<file path="config.mk">
export PLATFORM = sky130hd
export DESIGN_NAME = fpu_ret_arb_flat
export DESIGN_NICKNAME = d
export VERILOG_FILES = /design/src/rtl/fpu_ret_pkg.sv /design/src/rtl/fpu_ret_arb_if.sv /design/src/rtl/fpu_ret_fifo.sv /design/src/rtl/fpu_ret_arb.sv /design/src/flat_wrapper.sv
export SDC_FILE = /design/constraint.sdc
export NUM_CORES = 1
export LEC_CHECK = 0
export BUFFER_PORTS_ARGS = -buffer_cell sky130_fd_sc_hd__buf_2
export CELL_PAD_IN_SITES_DETAIL_PLACEMENT = 0
export CELL_PAD_IN_SITES_GLOBAL_PLACEMENT = 2
export CORE_UTILIZATION = 35
export DETAILED_ROUTE_END_ITERATION = 8
export PLACE_DENSITY = 0.7
export RECOVER_POWER = 100
export SETUP_SLACK_MARGIN = 0.05
export SLEW_MARGIN = 20
export SYNTH_ARGS = -nofsm -noshare
export SYNTH_HDL_FRONTEND = slang
export SYNTH_SLANG_ARGS = --single-unit
export TNS_END_PERCENT = 5
</file>
<file path="constraint.sdc">
create_clock -name clk -period 3.2 [get_ports clk]
set_input_delay 0.64 -clock clk [delete_from_list [all_inputs] [get_ports clk]]
set_output_delay 0.64 -clock clk [all_outputs]
set_load 0.1 [all_outputs]
</file>
<file path="src/rtl/fpu_ret_pkg.sv">
// Shared definitions for the FP return arbiter: default return-code width
// and the source-port identifiers carried on the retire bus.
package fpu_ret_pkg;

    localparam int unsigned RETW_DEF  = 14;
    localparam int unsigned NUM_PORTS = 3;

    // Source port id as driven on out_port; encoding 3 is never used.
    typedef enum logic [1:0] {
        PORT_U1 = 2'd0,
        PORT_U3 = 2'd1,
        PORT_U5 = 2'd2
    } port_id_t;

endpackage

</file>
<file path="src/rtl/fpu_ret_arb_if.sv">
// Bus bundle between the FP return ports, the scheduler throttles and the
// retire bus.
//   master: FP units / scheduler / retire bus side (drives ret_en, ret, out_rdy)
//   slave : arbiter side (drives stalls, out_vld, out_data, out_port, ovf)
interface fpu_ret_arb_if
    import fpu_ret_pkg::*;
#(
    parameter int unsigned RETW = RETW_DEF
);
    logic            u1_ret_en;
    logic            u3_ret_en;
    logic            u5_ret_en;
    logic [RETW-1:0] u1_ret;
    logic [RETW-1:0] u3_ret;
    logic [RETW-1:0] u5_ret;
    logic            u1_stall;
    logic            u3_stall;
    logic            u5_stall;
    logic            out_vld;
    logic [RETW-1:0] out_data;
    logic [1:0]      out_port;
    logic            out_rdy;
    logic [2:0]      ovf;

    modport master (
        output u1_ret_en, u3_ret_en, u5_ret_en,
        output u1_ret, u3_ret, u5_ret,
        output out_rdy,
        input  u1_stall, u3_stall, u5_stall,
        input  out_vld, out_data, out_port, ovf
    );

    modport slave (
        input  u1_ret_en, u3_ret_en, u5_ret_en,
        input  u1_ret, u3_ret, u5_ret,
        input  out_rdy,
        output u1_stall, u3_stall, u5_stall,
        output out_vld, out_data, out_port, ovf
    );

endinterface

</file>
<file path="src/rtl/fpu_ret_fifo.sv">
// Per-port return FIFO. A push to a full FIFO is accepted only when a pop
// happens in the same cycle; otherwise it is dropped and contents are kept.
//   clk, rst : clock, async active-high reset
//   push/din : write request and data
//   pop      : remove head (ignored when empty)
//   head     : current head entry
//   count    : occupancy, $clog2(DEPTH)+1 bits
//   full     : count == DEPTH
module fpu_ret_fifo #(
    parameter int unsigned DEPTH = 4,
    parameter int unsigned W     = 14
) (
    input  logic                     clk,
    input  logic                     rst,
    input  logic                     push,
    input  logic                     pop,
    input  logic [W-1:0]             din,
    output logic [W-1:0]             head,
    output logic [$clog2(DEPTH):0]   count,
    output logic                     full
);
    localparam int unsigned AW = $clog2(DEPTH);
    localparam int unsigned CW = AW + 1;

    logic [W-1:0]  mem [DEPTH];
    logic [AW-1:0] wptr;
    logic [AW-1:0] rptr;
    logic          wr;
    logic          rd;

    assign full = (count == CW'(DEPTH));
    assign wr   = push && (!full || pop);
    assign rd   = pop && (count != '0);
    assign head = mem[rptr];

    // Storage carries no reset; pointers and count define validity.
    always_ff @(posedge clk) begin
        if (wr) begin
            mem[wptr] <= din;
        end
    end

    // Pointers wrap naturally because DEPTH is a power of two.
    always_ff @(posedge clk or posedge rst) begin
        if (rst) begin
            wptr  <= '0;
            rptr  <= '0;
            count <= '0;
        end else begin
            if (wr) wptr <= wptr + AW'(1);
            if (rd) rptr <= rptr + AW'(1);
            count <= count + CW'(wr) - CW'(rd);
        end
    end

endmodule

</file>
<file path="src/rtl/fpu_ret_arb.sv">
// Merges return codes from FP ports u1/u3/u5 onto one retire bus.
// Each port is buffered in a FIFO; non-empty heads are arbitrated
// round-robin into a registered output stage with valid/ready handshake.
//   clk, rst : clock, async active-high reset
//   bus      : fpu_ret_arb_if.slave (ret_en/ret in, stalls, out_*, ovf)
// Optional macro FPU_RET_ARB_BYPASS_EN: an empty FIFO's incoming code may be
// granted directly into the output register (latency 1 instead of 2).
module fpu_ret_arb
    import fpu_ret_pkg::*;
#(
    parameter int unsigned DEPTH = 4,
    parameter int unsigned RETW  = RETW_DEF
) (
    input  logic         clk,
    input  logic         rst,
    fpu_ret_arb_if.slave bus
);
    localparam int unsigned CW = $clog2(DEPTH) + 1;
    localparam int unsigned NP = NUM_PORTS;

    logic [NP-1:0]   ret_en;
    logic [RETW-1:0] ret       [NP];
    logic [RETW-1:0] head      [NP];
    logic [CW-1:0]   count     [NP];
    logic [CW-1:0]   count_nxt [NP];
    logic [NP-1:0]   full;
    logic [NP-1:0]   empty;
    logic [NP-1:0]   cand;
    logic [NP-1:0]   sel;
    logic [NP-1:0]   byp;
    logic [NP-1:0]   push;
    logic [NP-1:0]   pop;
    logic [NP-1:0]   push_ok;
    logic [NP-1:0]   ovf_set;

    logic            load;
    logic            gnt_vld;
    port_id_t        gnt;
    logic [2:0]      idx;
    logic [RETW-1:0] gnt_data;

    logic            out_vld_q;
    logic [RETW-1:0] out_data_q;
    port_id_t        out_port_q;
    port_id_t        last_q;
    logic [NP-1:0]   ovf_q;
    logic [NP-1:0]   stall_q;

    assign ret_en = {bus.u5_ret_en, bus.u3_ret_en, bus.u1_ret_en};
    assign ret[0] = bus.u1_ret;
    assign ret[1] = bus.u3_ret;
    assign ret[2] = bus.u5_ret;

    // Output register may take a new entry when empty or being accepted.
    assign load = !out_vld_q || bus.out_rdy;

`ifdef FPU_RET_ARB_BYPASS_EN
    assign cand     = ~empty | ret_en;
    assign gnt_data = empty[gnt] ? ret[gnt] : head[gnt];
    assign byp      = sel & empty;
`else
    assign cand     = ~empty;
    assign gnt_data = head[gnt];
    assign byp      = '0;
`endif

    // Round-robin: scan last+3 .. last+1 so the port right after last wins.
    always_comb begin
        gnt_vld = 1'b0;
        gnt     = PORT_U1;
        idx     = '0;
        for (int k = 3; k >= 1; k--) begin
            idx = 3'(last_q) + 3'(k);
            if (idx >= 3'd3) idx = idx - 3'd3;
            if (cand[idx[1:0]]) begin
                gnt_vld = 1'b1;
                gnt     = port_id_t'(idx[1:0]);
            end
        end
    end

    assign sel     = (load && gnt_vld) ? (3'b001 << gnt) : '0;
    assign pop     = sel & ~empty;
    assign push    = ret_en & ~byp;
    assign push_ok = push & (~full | pop);
    assign ovf_set = push & full & ~pop;

    for (genvar i = 0; i < NP; i++) begin : g_port
        fpu_ret_fifo #(
            .DEPTH (DEPTH),
            .W     (RETW)
        ) u_fifo (
            .clk   (clk),
            .rst   (rst),
            .push  (push[i]),
            .pop   (pop[i]),
            .din   (ret[i]),
            .head  (head[i]),
            .count (count[i]),
            .full  (full[i])
        );
        assign empty[i]     = (count[i] == '0);
        assign count_nxt[i] = count[i] + CW'(push_ok[i]) - CW'(pop[i]);
    end

    // Output stage, round-robin pointer, sticky overflow and stall flags.
    always_ff @(posedge clk or posedge rst) begin
        if (rst) begin
            out_vld_q  <= 1'b0;
            out_data_q <= '0;
            out_port_q <= PORT_U1;
            last_q     <= PORT_U5;
            ovf_q      <= '0;
            stall_q    <= '0;
        end else begin
            ovf_q <= ovf_q | ovf_set;
            for (int i = 0; i < 3; i++) begin
                stall_q[i] <= (count_nxt[i] >= CW'(DEPTH - 2));
            end
            if (load) begin
                out_vld_q <= gnt_vld;
                if (gnt_vld) begin
                    out_data_q <= gnt_data;
                    out_port_q <= gnt;
                    last_q     <= gnt;
                end
            end
        end
    end

    assign bus.out_vld  = out_vld_q;
    assign bus.out_data = out_data_q;
    assign bus.out_port = out_port_q;
    assign bus.ovf      = ovf_q;
    assign bus.u1_stall = stall_q[0];
    assign bus.u3_stall = stall_q[1];
    assign bus.u5_stall = stall_q[2];

endmodule

</file>
<file path="src/flat_wrapper.sv">
// flat-port wrapper written by rule: the top's interface ports become plain ports
module fpu_ret_arb_flat import fpu_ret_pkg::*;
#(
    parameter int unsigned DEPTH = 4,
    parameter int unsigned RETW  = RETW_DEF
)
  (clk, rst, bus_u1_ret_en, bus_u3_ret_en, bus_u5_ret_en, bus_u1_ret, bus_u3_ret, bus_u5_ret, bus_out_rdy, bus_u1_stall, bus_u3_stall, bus_u5_stall, bus_out_vld, bus_out_data, bus_out_port, bus_ovf);
  fpu_ret_arb_if #(.RETW(RETW)) bus_i ();
  input  logic clk;
  input  logic rst;
  input wire logic [$bits(bus_i.u1_ret_en)-1:0] bus_u1_ret_en;
  input wire logic [$bits(bus_i.u3_ret_en)-1:0] bus_u3_ret_en;
  input wire logic [$bits(bus_i.u5_ret_en)-1:0] bus_u5_ret_en;
  input wire logic [$bits(bus_i.u1_ret)-1:0] bus_u1_ret;
  input wire logic [$bits(bus_i.u3_ret)-1:0] bus_u3_ret;
  input wire logic [$bits(bus_i.u5_ret)-1:0] bus_u5_ret;
  input wire logic [$bits(bus_i.out_rdy)-1:0] bus_out_rdy;
  output wire logic [$bits(bus_i.u1_stall)-1:0] bus_u1_stall;
  output wire logic [$bits(bus_i.u3_stall)-1:0] bus_u3_stall;
  output wire logic [$bits(bus_i.u5_stall)-1:0] bus_u5_stall;
  output wire logic [$bits(bus_i.out_vld)-1:0] bus_out_vld;
  output wire logic [$bits(bus_i.out_data)-1:0] bus_out_data;
  output wire logic [$bits(bus_i.out_port)-1:0] bus_out_port;
  output wire logic [$bits(bus_i.ovf)-1:0] bus_ovf;
  assign bus_i.u1_ret_en = bus_u1_ret_en;
  assign bus_i.u3_ret_en = bus_u3_ret_en;
  assign bus_i.u5_ret_en = bus_u5_ret_en;
  assign bus_i.u1_ret = bus_u1_ret;
  assign bus_i.u3_ret = bus_u3_ret;
  assign bus_i.u5_ret = bus_u5_ret;
  assign bus_i.out_rdy = bus_out_rdy;
  assign bus_u1_stall = bus_i.u1_stall;
  assign bus_u3_stall = bus_i.u3_stall;
  assign bus_u5_stall = bus_i.u5_stall;
  assign bus_out_vld = bus_i.out_vld;
  assign bus_out_data = bus_i.out_data;
  assign bus_out_port = bus_i.out_port;
  assign bus_ovf = bus_i.ovf;
  fpu_ret_arb #(.DEPTH(DEPTH), .RETW(RETW)) u_core (.clk(clk), .rst(rst), .bus(bus_i));
endmodule
</file>
# Word level (Yosys, flattened, before mapping)
# Memories as Yosys holds them, arrays and structs flattened.
# Cells that the tools add are included.
# word_totals
ff_bits,46
ram_bits,168
out_inout_bits,23
elab_cells,113
n_memories,3
# memory_table
name,words,width,read_ports,rd_clocked_by_memory_dff,write_ports,line,text
u_core.g_port[0].u_fifo.mem,4,14,1,0,1,fpu_ret_fifo.sv:25,logic [W-1:0] mem [DEPTH];
u_core.g_port[1].u_fifo.mem,4,14,1,0,1,fpu_ret_fifo.sv:25,
u_core.g_port[2].u_fifo.mem,4,14,1,0,1,fpu_ret_fifo.sv:25,
# op_classes
n_addsub,24
n_lt_le_gt_ge,10
n_eq_ne,3
shift,1
n_mux,25
bitwise_logic,10
n_reduce_logical,22
# op_table
op,count
14-bit binary-select mux with 2-bit select,1
14-bit two-way mux,2
3-bit by 1-bit adder with 3-bit output,6
3-bit by 2-bit greater-or-equal comparator with 1-bit output (second input constant),6
3-bit by 1-bit subtractor with 3-bit output,6
2-bit by 1-bit adder with 2-bit output (second input constant),6
3-bit bitwise AND,4
1-bit two-way mux,12
2-bit two-way mux,6
3-bit equality test (second input constant),3
3-bit logical NOT,3
2-bit by 3-bit < comparator with 1-bit output (second input constant),3
3-bit inverter,3
3-bit nonzero test,3
1-bit logical AND,7
2-bit by 2-bit adder with 3-bit output (second input constant),2
1-bit binary-select mux with 2-bit select,3
3-bit bitwise OR,2
2-bit subtractor (second input constant),3
1-bit logical NOT,4
1-bit logical OR,4
2-bit by 1-bit adder with 3-bit output (second input constant),1
3-bit greater-or-equal comparator (second input constant),1
3-bit two-way mux,1
other kinds (3),3

# Logic depth before layout (Yosys ltp)
# Gate-level depths: netlist (run 1).
# depth
word_depth,16
mapped_depth,15

# Cells and area by module
# Synthesis (run 1) repeated with hierarchy kept, for this count alone.
# unflattened
cells_unflattened,509
area_unflattened_um2,9072.5
# by_module_without_submodules
module,instances,cells_per_inst,area_per_inst_um2,seq_area_each_um2
fpu_ret_fifo,3,109,2441.1,1856.8
fpu_ret_arb,1,182,1749.2,601.8

# Worst setup path before layout (run 1)
# No wires, ideal clock.
# synth_timing
kind,register -> register
startpoint,reg u_core.last_q[1]
endpoint,reg u_core.g_port[2].u_fifo.count[2]
setup_time_ps,127
arrival_ps,3145
slack_ps,-72
stages_incl_launch_ff,14
n_path_buf,0
period_less_slack_ps,3272
cell_sequence,dfstp_2 -> inv_1 -> ha_1 -> nor4_1 -> a311oi_1 -> a211oi_2 -> nand2_1 -> a31oi_2 -> inv_1 -> ha_1 -> inv_1 -> ha_1 -> fa_1 -> xnor2_1
# synth_via
elab_chain_len,15
elab_cells_between_ends,33
classes_between,8 x add/sub; 3 x order compare; 1 x shift; 16 x mux; 1 x bitwise; 4 x reduce/logical
# synth_rtl
element,line,text
start: declaration,fpu_ret_arb.sv:45,port_id_t last_q;
start signal: assignment,fpu_ret_arb.sv:125,last_q <= gnt;
2-bit by 2-bit adder with 3-bit output,fpu_ret_arb.sv:73,idx = 3'(last_q) + 3'(k);
3-bit by 2-bit greater-or-equal comparator with 1-bit output / 2-bit subtractor (equally long branches),fpu_ret_arb.sv:74,if (idx >= 3'd3) idx = idx - 3'd3;
2-bit two-way mux,fpu_ret_arb.sv:74,
1-bit binary-select mux with 2-bit select,fpu_ret_arb.sv:75,if (cand[idx[1:0]]) begin
1-bit two-way mux (not written as such),fpu_ret_arb.sv:75,
2-bit two-way mux / 1-bit two-way mux (equally long branches) (3 in series),fpu_ret_arb.sv:75,
1-bit by 2-bit left shift with 3-bit output / 1-bit logical AND (equally long branches),fpu_ret_arb.sv:82,assign sel = (load && gnt_vld) ? (3'b001 << gnt) : '0;
3-bit two-way mux *,fpu_ret_arb.sv:82,
3-bit bitwise AND *,fpu_ret_arb.sv:83,assign pop = sel & ~empty;
1-bit logical OR,fpu_ret_fifo.sv:32,assign wr = push && (!full || pop);
1-bit logical AND,fpu_ret_fifo.sv:32,
3-bit by 1-bit adder with 3-bit output,fpu_ret_fifo.sv:52,count <= count + CW'(wr) - CW'(rd);
3-bit by 1-bit subtractor with 3-bit output *,fpu_ret_fifo.sv:52,
end signal: assignment,fpu_ret_fifo.sv:52,
end: declaration,fpu_ret_fifo.sv:19,"output logic [$clog2(DEPTH):0] count,"
# Every way passes the cells marked *; elsewhere a longest branch is shown, timed or not. The select of a mux whose other input is x is not followed.
# A chain may end at the register's enable or synchronous reset.

# Worst setup path after layout (run 1)
# Same ends and word-level chain as after synthesis.

==> qor.yml, run 1 <==
cts_sinks: 213
period_share_pct: 95.47
clkLatencyLatePin_ps: 520
setup_tns_ps: 0
synthFlopType: "edfxtp_1"
num_rows: 57
run_status: "complete, but fails checks"
first_pass_iters: 5
die_y_um: 160.9
rsz0062_at_grt: "yes"
postCtsHoldBufs: 0
gr-usage-met3_pct: 2.557
min_delay_path_depth: 2
h-tree-depth: 1
root_buffer: "clkbuf_16"
cp-endpoint: "u_core.g_port[2].u_fifo.count[2]"
start_kind: "flip-flop"
cts_tree: "built"
start_util_pct: 36.02
layout_common_cells: "168 x edfxtp_1, 67 x clkbuf_1, 44 x dfrtp_1, 42 x mux4_2, 34 x buf_4"
grt_max_degree: 46
final_nets: 666
grt_pass1_wl_mm: 28.03
cts.clk_slew.worst_paths_ps: 50
vias: 4448
synthesis.area_sq_um: 8837
rr_startpoint: "u_core.last_q[1]"
ff_latch_area_sq_um: 6172
nFillCells: 2213
synth.net_count: 555
drt_iter0_markers: 216
max_slew_margin_pct: -40.65
final_common_cell: "edfxtp_1"
reg2reg_slack_ps: 140
multi_input_area_sq_um: 2515
async_reset_ff_share_pct: 21.13
grt_use_total_pct: 14.39
dieWidth_um: 160.9
numCtsBuffers: 25
hold_path_class: "input port to flip-flop"
core_region_area_sq_um: 24530
crit_fanout: 7
finalSetupViolCount: 0
synthToLayoutAreaGrowth_pct: 19.21
critPathLaunch: "u_core.last_q[1]"
antenna_cells: 0
fin_crit_ps: 3055
wirelength_mm: 18.01
r2r-end: "u_core.g_port[2].u_fifo.count[2]"
ys_ff_latch: 213
synth_area_per_cell_sq_um: 18.45
grt-ovfl-total: 0
postRouteAntennaNets: 0
viasPerCell: 4.767
slew_viol_final: 46
drive_above_1_share_pct: 25.94
crit_type: "flip-flop to flip-flop"
violations: "max-capacitance violations, max-slew violations"
yosys_warnings: 0
seq_area_frac_synth_pct: 69.84
grtUsageMet2_pct: 23.75
worst_pin_slew_ps: 2098
gp_routability_congestion: 0.7556
skew_ps: 18.42
grt_pass1_vias: 4822
hold_viol_final: 0
synth_cell_type_count: 50
dieArea_sq_um: 25890
drv_cap: 1
drc: 0
max_freq_mhz: 327.3
met1_usage_pct: 19.78
clk_path_buf_depth: 3
syn_inst: 479
top_usage_layer: "met2"
synth_edf_count: 168
numPortBuffers: 70
antenna_found_initial: 0
end_kind: "flip-flop"
dp_hpwl_mm: 12.35
wl_per_cell_um: 19.30
crit_required_ps: 3590
critPathArrivalTime_ps: 3450
worst_r2r_path_depth: 13
io-pin-count: 71
==> metrics by stage <==
stage                     instance area [sq um]  instances  utilization (%)  hold slack (ps)  setup WS, ps
final                                     10540        933            42.94            362.9         144.9
after global placement                     9663        877            39.39            459.5         160.3
after CTS                                 10500        923            42.78            310.3         89.91
after floorplan                            8865        479                -            511.6         85.00
after global routing                      10540        933            42.94            368.5        -3.102
after detailed placement                   9663        877            39.39            476.6         54.37
==> sequential cells by signal, summed over array words and instances (netlist names) <==
| signal | flops |
|---|---|
| u_core.g_port.u_fifo.mem | 168 |
| u_core.bus.out_data | 14 |
| u_core.g_port.u_fifo.count | 9 |
| u_core.g_port.u_fifo.rptr | 6 |
| u_core.g_port.u_fifo.wptr | 6 |
| u_core.bus.ovf | 3 |
| u_core.stall_q | 3 |
| u_core.last_q | 2 |
| u_core.bus.out_port | 1 |
| u_core.bus.out_vld | 1 |
==> synth_stat cells (2+ instances only) <==
| cell | n | area share [%] |
|---|---|---|
| a211o_1 | 2 | 0.20 |
| a21o_1 | 4 | 0.34 |
| a21oi_1 | 3 | 0.17 |
| and2_1 | 13 | 0.92 |
| buf_2 | 10 | 0.57 |
| buf_4 | 3 | 0.25 |
| buf_6 | 3 | 0.38 |
| clkbuf_1 | 2 | 0.085 |
| dfrtp_1 | 44 | 12 |
| edfxtp_1 | 168 | 57 |
| fa_1 | 6 | 1.4 |
| ha_1 | 22 | 3.1 |
| inv_1 | 24 | 1.0 |
| mux2_1 | 2 | 0.25 |
| mux2_2 | 13 | 1.7 |
| mux2i_1 | 13 | 1.5 |
| mux4_2 | 42 | 11 |
| nand2_1 | 29 | 1.2 |
| nand2b_1 | 2 | 0.14 |
| nand4_1 | 2 | 0.14 |
| nor2_1 | 8 | 0.34 |
| nor3_1 | 3 | 0.17 |
| nor3_2 | 2 | 0.23 |
| nor4_1 | 2 | 0.14 |
| o21a_1 | 2 | 0.17 |
| o21ai_0 | 5 | 0.28 |
| o21ai_1 | 11 | 0.62 |
| xnor2_1 | 12 | 1.2 |
| xor2_1 | 6 | 0.59 |
==> worst min path at each step <==
stage	startpoint	endpoint
after floorplan	u_core.g_port[2].u_fifo.wptr[1]	u_core.g_port[2].u_fifo.wptr[1]
after global placement	u_core.bus.ovf[1]	u_core.bus.ovf[1]
after detailed placement	u_core.bus.ovf[1]	u_core.bus.ovf[1]
after CTS	bus_u3_ret[13]	u_core.g_port[1].u_fifo.mem[2][13]
after global routing	bus_u1_ret[1]	u_core.g_port[0].u_fifo.mem[2][1]
final	bus_u1_ret_en	u_core.bus.ovf[0]
==> routing by layer <==
metal  up-vias  wire (um)
met4         0        359
li1       2056          -
met3        26        750
met5         -          0
met1      2263       8122
met2       103       8777
==> worst max-delay path, stage by stage (launching register included) <==
cell      delay [ps]
dfstp_2          530
inv_1             90
ha_4             330
buf_4            130
o21ai_0          130
a211oi_4         300
nand2_2          120
a31oi_4          210
inv_1             60
ha_1             270
inv_1             50
ha_1             190
fa_1             390
xnor2_1          150
==> timing repair <==
item,in CTS,in global routing
setup endpoints to repair,2,9
buffers inserted,0,10
pin swaps,0,8
hold endpoints to repair,0,0
resized for setup,1,11
==> final cells by class <==
cell class / instances / share of cell area [%]
Sequential cell: 213 / 58.59
Multi-Input combinational cell: 222 / 23.87
Clock buffer: 28 / 6.045
Timing Repair Buffer: 104 / 4.988
Tap cell: 324 / 3.848
Clock inverter: 18 / 1.793
Inverter: 24 / 0.8670
==> logic make-up after synthesis <==
group,Yosys count,share of synthesized area [%]
compound gates,38,3.086
fa+ha+maj,28,4.474
mux,71,14.26
buf+inv,44,2.704
flops,213,69.84
xor+xnor,18,1.784
simple gates,67,3.851
Power of run 1 is left out: the tool's default activity adds up to more than one toggle a clock period on the data nets, which glitch-free logic cannot reach.
==> run 2: changes to the inputs <==
CELL_PAD_IN_SITES_DETAIL_PLACEMENT = not set   (was 0)
CELL_PAD_IN_SITES_GLOBAL_PLACEMENT = not set   (was 2)
PLACE_DENSITY = 0.57   (was 0.7)
==> run 2 against run 1 <==
Net effect: the flow still finishes with violations (max-capacitance violations, max-slew violations); count of clock-buffer cells in the layout increased by 3; register-to-register slack about the same; final cell count is 1.4% lower; clock skew fell by 6.1 ps; via count rose by 0.56%; non-clock buffer count shrank 8; sequential share of layout area grew 0.81 points; global-route usage fell by 0.18 points; routed wire length is 1.3% lower; first-iteration DRC count shrank 2.3%; setup slack improved by 13 ps.
==> qor.yml, run 2 (synthesized netlist as in run 1, its figures left out) <==
run_status: "complete, but fails checks"  # unchanged
violations: "max-capacitance violations, max-slew violations"  # unchanged
first_pass_iters: 4  # was 5
final_nets: 656  # was 666
h-tree-depth: 1  # unchanged
hold_path_class: "input port to flip-flop"  # unchanged
skew_ps: 12.36  # was 18.42 ps
crit_path_frequent_cell: "inv_1"  # unchanged
drt_iter0_markers: 211  # was 216
max_slew_margin_pct: -46.77  # was -40.65%
num_rows: 57  # unchanged
grt-ovfl-total: 0  # unchanged
grt_max_degree: 46  # unchanged
postCtsHoldBufs: 0  # unchanged
cp_num_cells: 14  # was 13
io-pin-count: 71  # unchanged
reg2reg_slack_ps: 160  # was 140 ps
synthToLayoutAreaGrowth_pct: 17.58  # was 19.21%
grt_pass1_vias: 4684  # was 4822
worst_r2r_path_depth: 14  # was 13
met1_usage_pct: 19.02  # was 19.78%
layout_common_cells: "168 x edfxtp_1, 74 x clkbuf_1, 44 x dfrtp_1, 42 x mux4_2, 28 x nand2_1"  # was 168 x edfxtp_1, 67 x clkbuf_1, 44 x dfrtp_1, 42 x mux4_2, 34 x buf_4
drive_above_1_share_pct: 22.82  # was 25.94%
cts_sinks: 213  # unchanged
clkLatencyLatePin_ps: 500  # was 520 ps
viasPerCell: 4.862  # was 4.767
slew_viol_final: 46  # unchanged
final_common_cell: "edfxtp_1"  # unchanged
final_cells: 920  # was 933
dieArea_sq_um: 25890  # unchanged
cp-endpoint: "u_core.g_port[1].u_fifo.count[2]"  # was u_core.g_port[2].u_fifo.count[2]
crit_family: "adder cells"  # unchanged
gr-usage-met3_pct: 2.531  # was 2.557%
crit_type: "flip-flop to flip-flop"  # unchanged
start_util_pct: 36.02  # unchanged
numCtsBuffers: 23  # was 25
hold_viol_final: 0  # unchanged
cts_tree: "built"  # unchanged
grt_pass1_wl_mm: 27.61  # was 28.03 mm
drc: 0  # unchanged
slowest_stage: "dfstp_2"  # unchanged
antenna_found_initial: 0  # unchanged
numPortBuffers: 70  # unchanged
crit_fanout: 8  # was 7
clk_path_buf_depth: 3  # unchanged
nFillCells: 2248  # was 2213
core_region_area_sq_um: 24530  # unchanged
antenna_cells: 0  # unchanged
final_area_sq_um: 10390  # was 10540 sq um
r2r-end: "u_core.g_port[1].u_fifo.count[2]"  # was u_core.g_port[2].u_fifo.count[2]
dieWidth_um: 160.9  # unchanged
wirelength_mm: 17.78  # was 18.01 mm
dp_hpwl_mm: 11.97  # was 12.35 mm
critPathLaunch: "u_core.last_q[1]"  # unchanged
crit_required_ps: 3570  # was 3590 ps
fin_crit_ps: 3043  # was 3055 ps
holdWs_ps: 367.6  # was 362.9 ps
dp.cells: 875  # was 877
gp_routability_congestion: 0.7601  # was 0.7556
root_buffer: "clkbuf_16"  # unchanged
largest_register_ffs: 168  # unchanged
worst_pin_slew_ps: 2189  # was 2098 ps
placed_area_sq_um: 9648  # was 9663 sq um
rsz0062_at_grt: "no"  # was yes
setup_tns_ps: 0  # unchanged
wl_per_cell_um: 19.33  # was 19.30 um
max_freq_mhz: 328.7  # was 327.3 MHz
vias: 4473  # was 4448
end_kind: "flip-flop"  # unchanged
die_y_um: 160.9  # unchanged
top_usage_layer: "met2"  # unchanged
grt_use_total_pct: 14.21  # was 14.39%
start_kind: "flip-flop"  # unchanged
path_buf_inv: 4  # unchanged
cp_cell_sequence: "inv_2 > ha_4 > nor3b_1 > a211o_1 > a21oi_1 > and2_4 > o21a_1 > inv_1 > ha_1 > inv_1 > ha_1 > inv_1 > fa_1 > xor2_1"  # was inv_1 > ha_4 > buf_4 > o21ai_0 > a211oi_4 > nand2_2 > a31oi_4 > inv_1 > ha_1 > inv_1 > ha_1 > fa_1 > xnor2_1
grtUsageMet2_pct: 23.86  # was 23.75%
postRouteAntennaNets: 0  # unchanged
rr_startpoint: "u_core.last_q[1]"  # unchanged
period_share_pct: 95.08  # was 95.47%
finalSetupViolCount: 0  # unchanged
top_register: "u_core.g_port.u_fifo.mem"  # unchanged
critPathArrivalTime_ps: 3410  # was 3450 ps
max_stage_delay_ps: 540  # was 530 ps
drv_cap: 1  # unchanged
cts.clk_slew.worst_paths_ps: 60  # was 50 ps
-- run 2: repair_timing --
item                       in CTS  in global routing
gates resized for setup         0                 16
setup endpoints to repair       0                  9
buffers inserted                0                  4
-- run 2: cell type report --
type | count | area, sq um | share of cell area, %
Sequential cell | 213 | 6172 | 59.40
Multi-Input combinational cell | 222 | 2492 | 23.99
Timing Repair Buffer | 96 | 437.9 | 4.214
Tap cell | 324 | 405.4 | 3.901
Clock inverter | 10 | 176.4 | 1.698
Inverter | 24 | 91.34 | 0.8790
Clock buffer | 31 | 615.6 | 5.924
-- run 2: worst min-delay path by stage --
stage | end | start | cells past startpoint | slack, ps
6_report | u_core.bus.ovf[0] | bus_u1_ret_en | 2 | 370
5_1_grt | u_core.bus.ovf[0] | bus_u1_ret_en | 2 | 350
4_1_cts | u_core.g_port[0].u_fifo.mem[2][2] | bus_u1_ret[2] | 1 | 320
3_5_place_dp | u_core.bus.ovf[0] | u_core.bus.ovf[0] | 1 | 450
3_3_place_gp | u_core.bus.ovf[1] | u_core.bus.ovf[1] | 1 | 450
2_1_floorplan | u_core.g_port[2].u_fifo.wptr[1] | u_core.g_port[2].u_fifo.wptr[1] | 1 | 510
-- run 2: routing by layer --
layer,vias up,share of wire (%)
met5,-,0
li1,2041,-
met1,2303,43
met3,26,4.8
met4,0,1.9
met2,103,50
-- run 2: through the flow --
| stage | setup slack, ps | util (%) |
|---|---|---|
| after CTS | 75.68 | 42.55 |
| final | 157.5 | 42.36 |
| after detailed placement | 84.77 | 39.33 |
| after floorplan | 85.00 | - |
| after global routing | 44.32 | 42.36 |
| after global placement | 197.9 | 39.33 |
Power of run 2 is left out for the same reason.
==> run 3: changes to the inputs <==
REMOVE_ABC_BUFFERS = 1   (was not set)
==> run 3 against run 2 <==
Net effect: the run still ends with max-capacitance violations, max-slew violations left; via count down 0.98%; non-clock buffer count unchanged; clock skew up 9.8 ps; sequential share of layout area up 0.21 points; critical path depth unchanged; routed wire length down 4.1%; sequential cell count unchanged; first-iteration DRC count up 77%; cell area down 0.35%; worst hold slack worse by 15 ps; maximum frequency down 1.2%; final cell count down 0.11%; largest cell class unchanged; highest routed layer is now met5.
==> qor.yml, run 3 (synthesized netlist as in run 1, its figures left out) <==
run_status: "complete, but fails checks"  # unchanged
violations: "max-capacitance violations, max-slew violations"  # unchanged
final_common_cell: "edfxtp_1"  # unchanged
clk_path_buf_depth: 3  # unchanged
die_y_um: 160.9  # unchanged
crit_type: "flip-flop to flip-flop"  # unchanged
peakVddDrop_uv: 842.3
period_share_pct: 96.22  # was 95.08%
holdWs_ps: 352.3  # was 367.6 ps
p_per_area_nw_per_um2: 1133
max_slew_margin_pct: -42.55  # was -46.77%
grt_max_degree: 46  # unchanged
gp_routability_congestion: 0.8105  # was 0.7601
start_kind: "flip-flop"  # unchanged
layout_common_cells: "168 x edfxtp_1, 76 x clkbuf_1, 44 x dfrtp_1, 42 x mux4_2, 28 x nand2_1"  # was 168 x edfxtp_1, 74 x clkbuf_1, 44 x dfrtp_1, 42 x mux4_2, 28 x nand2_1
antenna_found_initial: 1  # was 0
viasPerCell: 4.819  # was 4.862
fin_ws_ps: 120.9  # was 157.5 ps
hold_viol_final: 0  # unchanged
grt-ovfl-total: 0  # unchanged
finalSetupViolCount: 0  # unchanged
reg2reg_slack_ps: 120  # was 160 ps
r2r-end: "u_core.stall_q[0]"  # was u_core.g_port[1].u_fifo.count[2]
rr_startpoint: "u_core.last_q[1]"  # unchanged
vias: 4429  # was 4473
synthToLayoutAreaGrowth_pct: 17.17  # was 17.58%
drive_above_1_share_pct: 22.18  # was 22.82%
post-place-ws_ps: -24.89  # was 84.77 ps
hold_path_class: "input port to flip-flop"  # unchanged
num_rows: 57  # unchanged
drt_iter0_markers: 373  # was 211
crit_fanout: 9  # was 8
start_util_pct: 36.02  # unchanged
fin_crit_ps: 3079  # was 3043 ps
io-pin-count: 71  # unchanged
worst_pin_slew_ps: 2127  # was 2189 ps
drc: 0  # unchanged
slew_viol_final: 46  # unchanged
antenna_cells: 0  # unchanged
dieArea_sq_um: 25890  # unchanged
numPortBuffers: 70  # unchanged
holdPathEnd: "u_core.bus.ovf[0]"  # unchanged
worst_r2r_path_depth: 14  # unchanged
nFillCells: 2254  # was 2248
core_region_area_sq_um: 24530  # unchanged
min_delay_path_depth: 2  # unchanged
grt_pass1_vias: 4728  # was 4684
largest_register_ffs: 168  # unchanged
holdCritStartpoint: "bus_u1_ret_en"  # unchanged
post_cts_buffers: 0  # unchanged
crit_required_ps: 3580  # was 3570 ps
leakage_nw: 3.648
grt_use_total_pct: 13.53  # was 14.21%
clkLatencyLatePin_ps: 520  # was 500 ps
dieWidth_um: 160.9  # unchanged
critPathArrivalTime_ps: 3460  # was 3410 ps
postCtsHoldBufs: 0  # unchanged
h-tree-depth: 1  # unchanged
rsz0062_at_grt: "yes"  # was no
wl_per_cell_um: 18.56  # was 19.33 um
drv_cap: 1  # unchanged
critPathLaunch: "u_core.last_q[1]"  # unchanged
placed_area_sq_um: 9651  # was 9648 sq um
grt_pass1_wl_mm: 26.67  # was 27.61 mm
final_nets: 655  # was 656
max_freq_mhz: 324.8  # was 328.7 MHz
cts_sinks: 213  # unchanged
dp_hpwl_mm: 11.63  # was 11.97 mm
wirelength_mm: 17.06  # was 17.78 mm
postRouteAntennaNets: 0  # unchanged
cts_tree: "built"  # unchanged
cts.clk_slew.worst_paths_ps: 60  # about the same
final_area_sq_um: 10350  # was 10390 sq um
ff_latch_area_sq_um: 6172  # unchanged
end_kind: "flip-flop"  # unchanged
top_register: "u_core.g_port.u_fifo.mem"  # unchanged
skew_ps: 22.17  # was 12.36 ps
first_pass_iters: 4  # unchanged
root_buffer: "clkbuf_16"  # unchanged
multi_input_area_sq_um: 2500  # was 2492 sq um
numCtsBuffers: 22  # was 23
[run 3: cell count changes in the layout (fill, tap and decap cells not counted), sizes merged]
cell	before	now
buf	20	19
bufinv	5	3
clkbuf	107	109
clkinv	4	5
inv	24	23
[run 3: report_power, final]
| group | switching (mW) | internal [mW] |
|---|---|---|
| clock network | 1.03 | 1.57 |
| registers | 0.484 | 3.81 |
| logic | 3.01 | 1.83 |
[run 3: area by class of cell]
class / instances / share of cell area (%)
clock buffers: 32 / 5.872
repair buffers: 96 / 4.229
multi-input cells: 222 / 24.14
inverters: 24 / 0.8821
flip-flops and latches: 213 / 59.61
clock inverters: 8 / 1.353
well taps: 324 / 3.915
[run 3: how the worst max path moves through the flow]
stage	cells after the start	to	slack [ps]
after CTS	14	u_core.stall_q[2]	90
after detailed placement	12	u_core.stall_q[0]	-20
after floorplan	13	u_core.g_port[2].u_fifo.count[2]	-1660
after global routing	14	u_core.stall_q[0]	10
after global placement	12	u_core.g_port[0].u_fifo.count[2]	90
final	14	u_core.stall_q[0]	120
[run 3: worst max-delay path, stage by stage (launching register included)]
cell      delay, ps
dfstp_2         530
inv_1            80
ha_4            310
buf_6           140
nand2_1          80
o22a_1          230
nand4_1         170
a31oi_4         110
nor2b_2         150
inv_1            80
ha_1            290
nand2b_1        160
fa_1            390
xnor2_1         170
nand2_1          70
[run 3: what timing repair did]
| item | CTS | global route |
|---|---|---|
| pin swaps | 0 | 2 |
| resized for setup | 3 | 10 |
| setup endpoints to repair | 4 | 7 |
[run 3: metrics by stage]
step / setup TNS, ps / utilization [%] / instances / power, mW
floorplan: -153290 / - / 459 / 7.863
global placement: 0 / 39.34 / 879 / 9.125
detailed placement: -51.79 / 39.34 / 879 / 9.319
CTS: 0 / 42.48 / 919 / 11.99
global route: 0 / 42.21 / 919 / 12.42
finish: 0 / 42.21 / 919 / 11.73
[run 3: metal layers]
layer  track usage [%]  up-vias  wire, um  share of wire, %
met5                 0        -        13             0.076
met4             3.602        2       391               2.3
met3             2.789       27       734               4.3
met2             23.10       87      8526                50
met1             17.51     2275      7394                43
li1                  -     2038         -                 -
No activity file was read; power rests on OpenSTA's default activity.
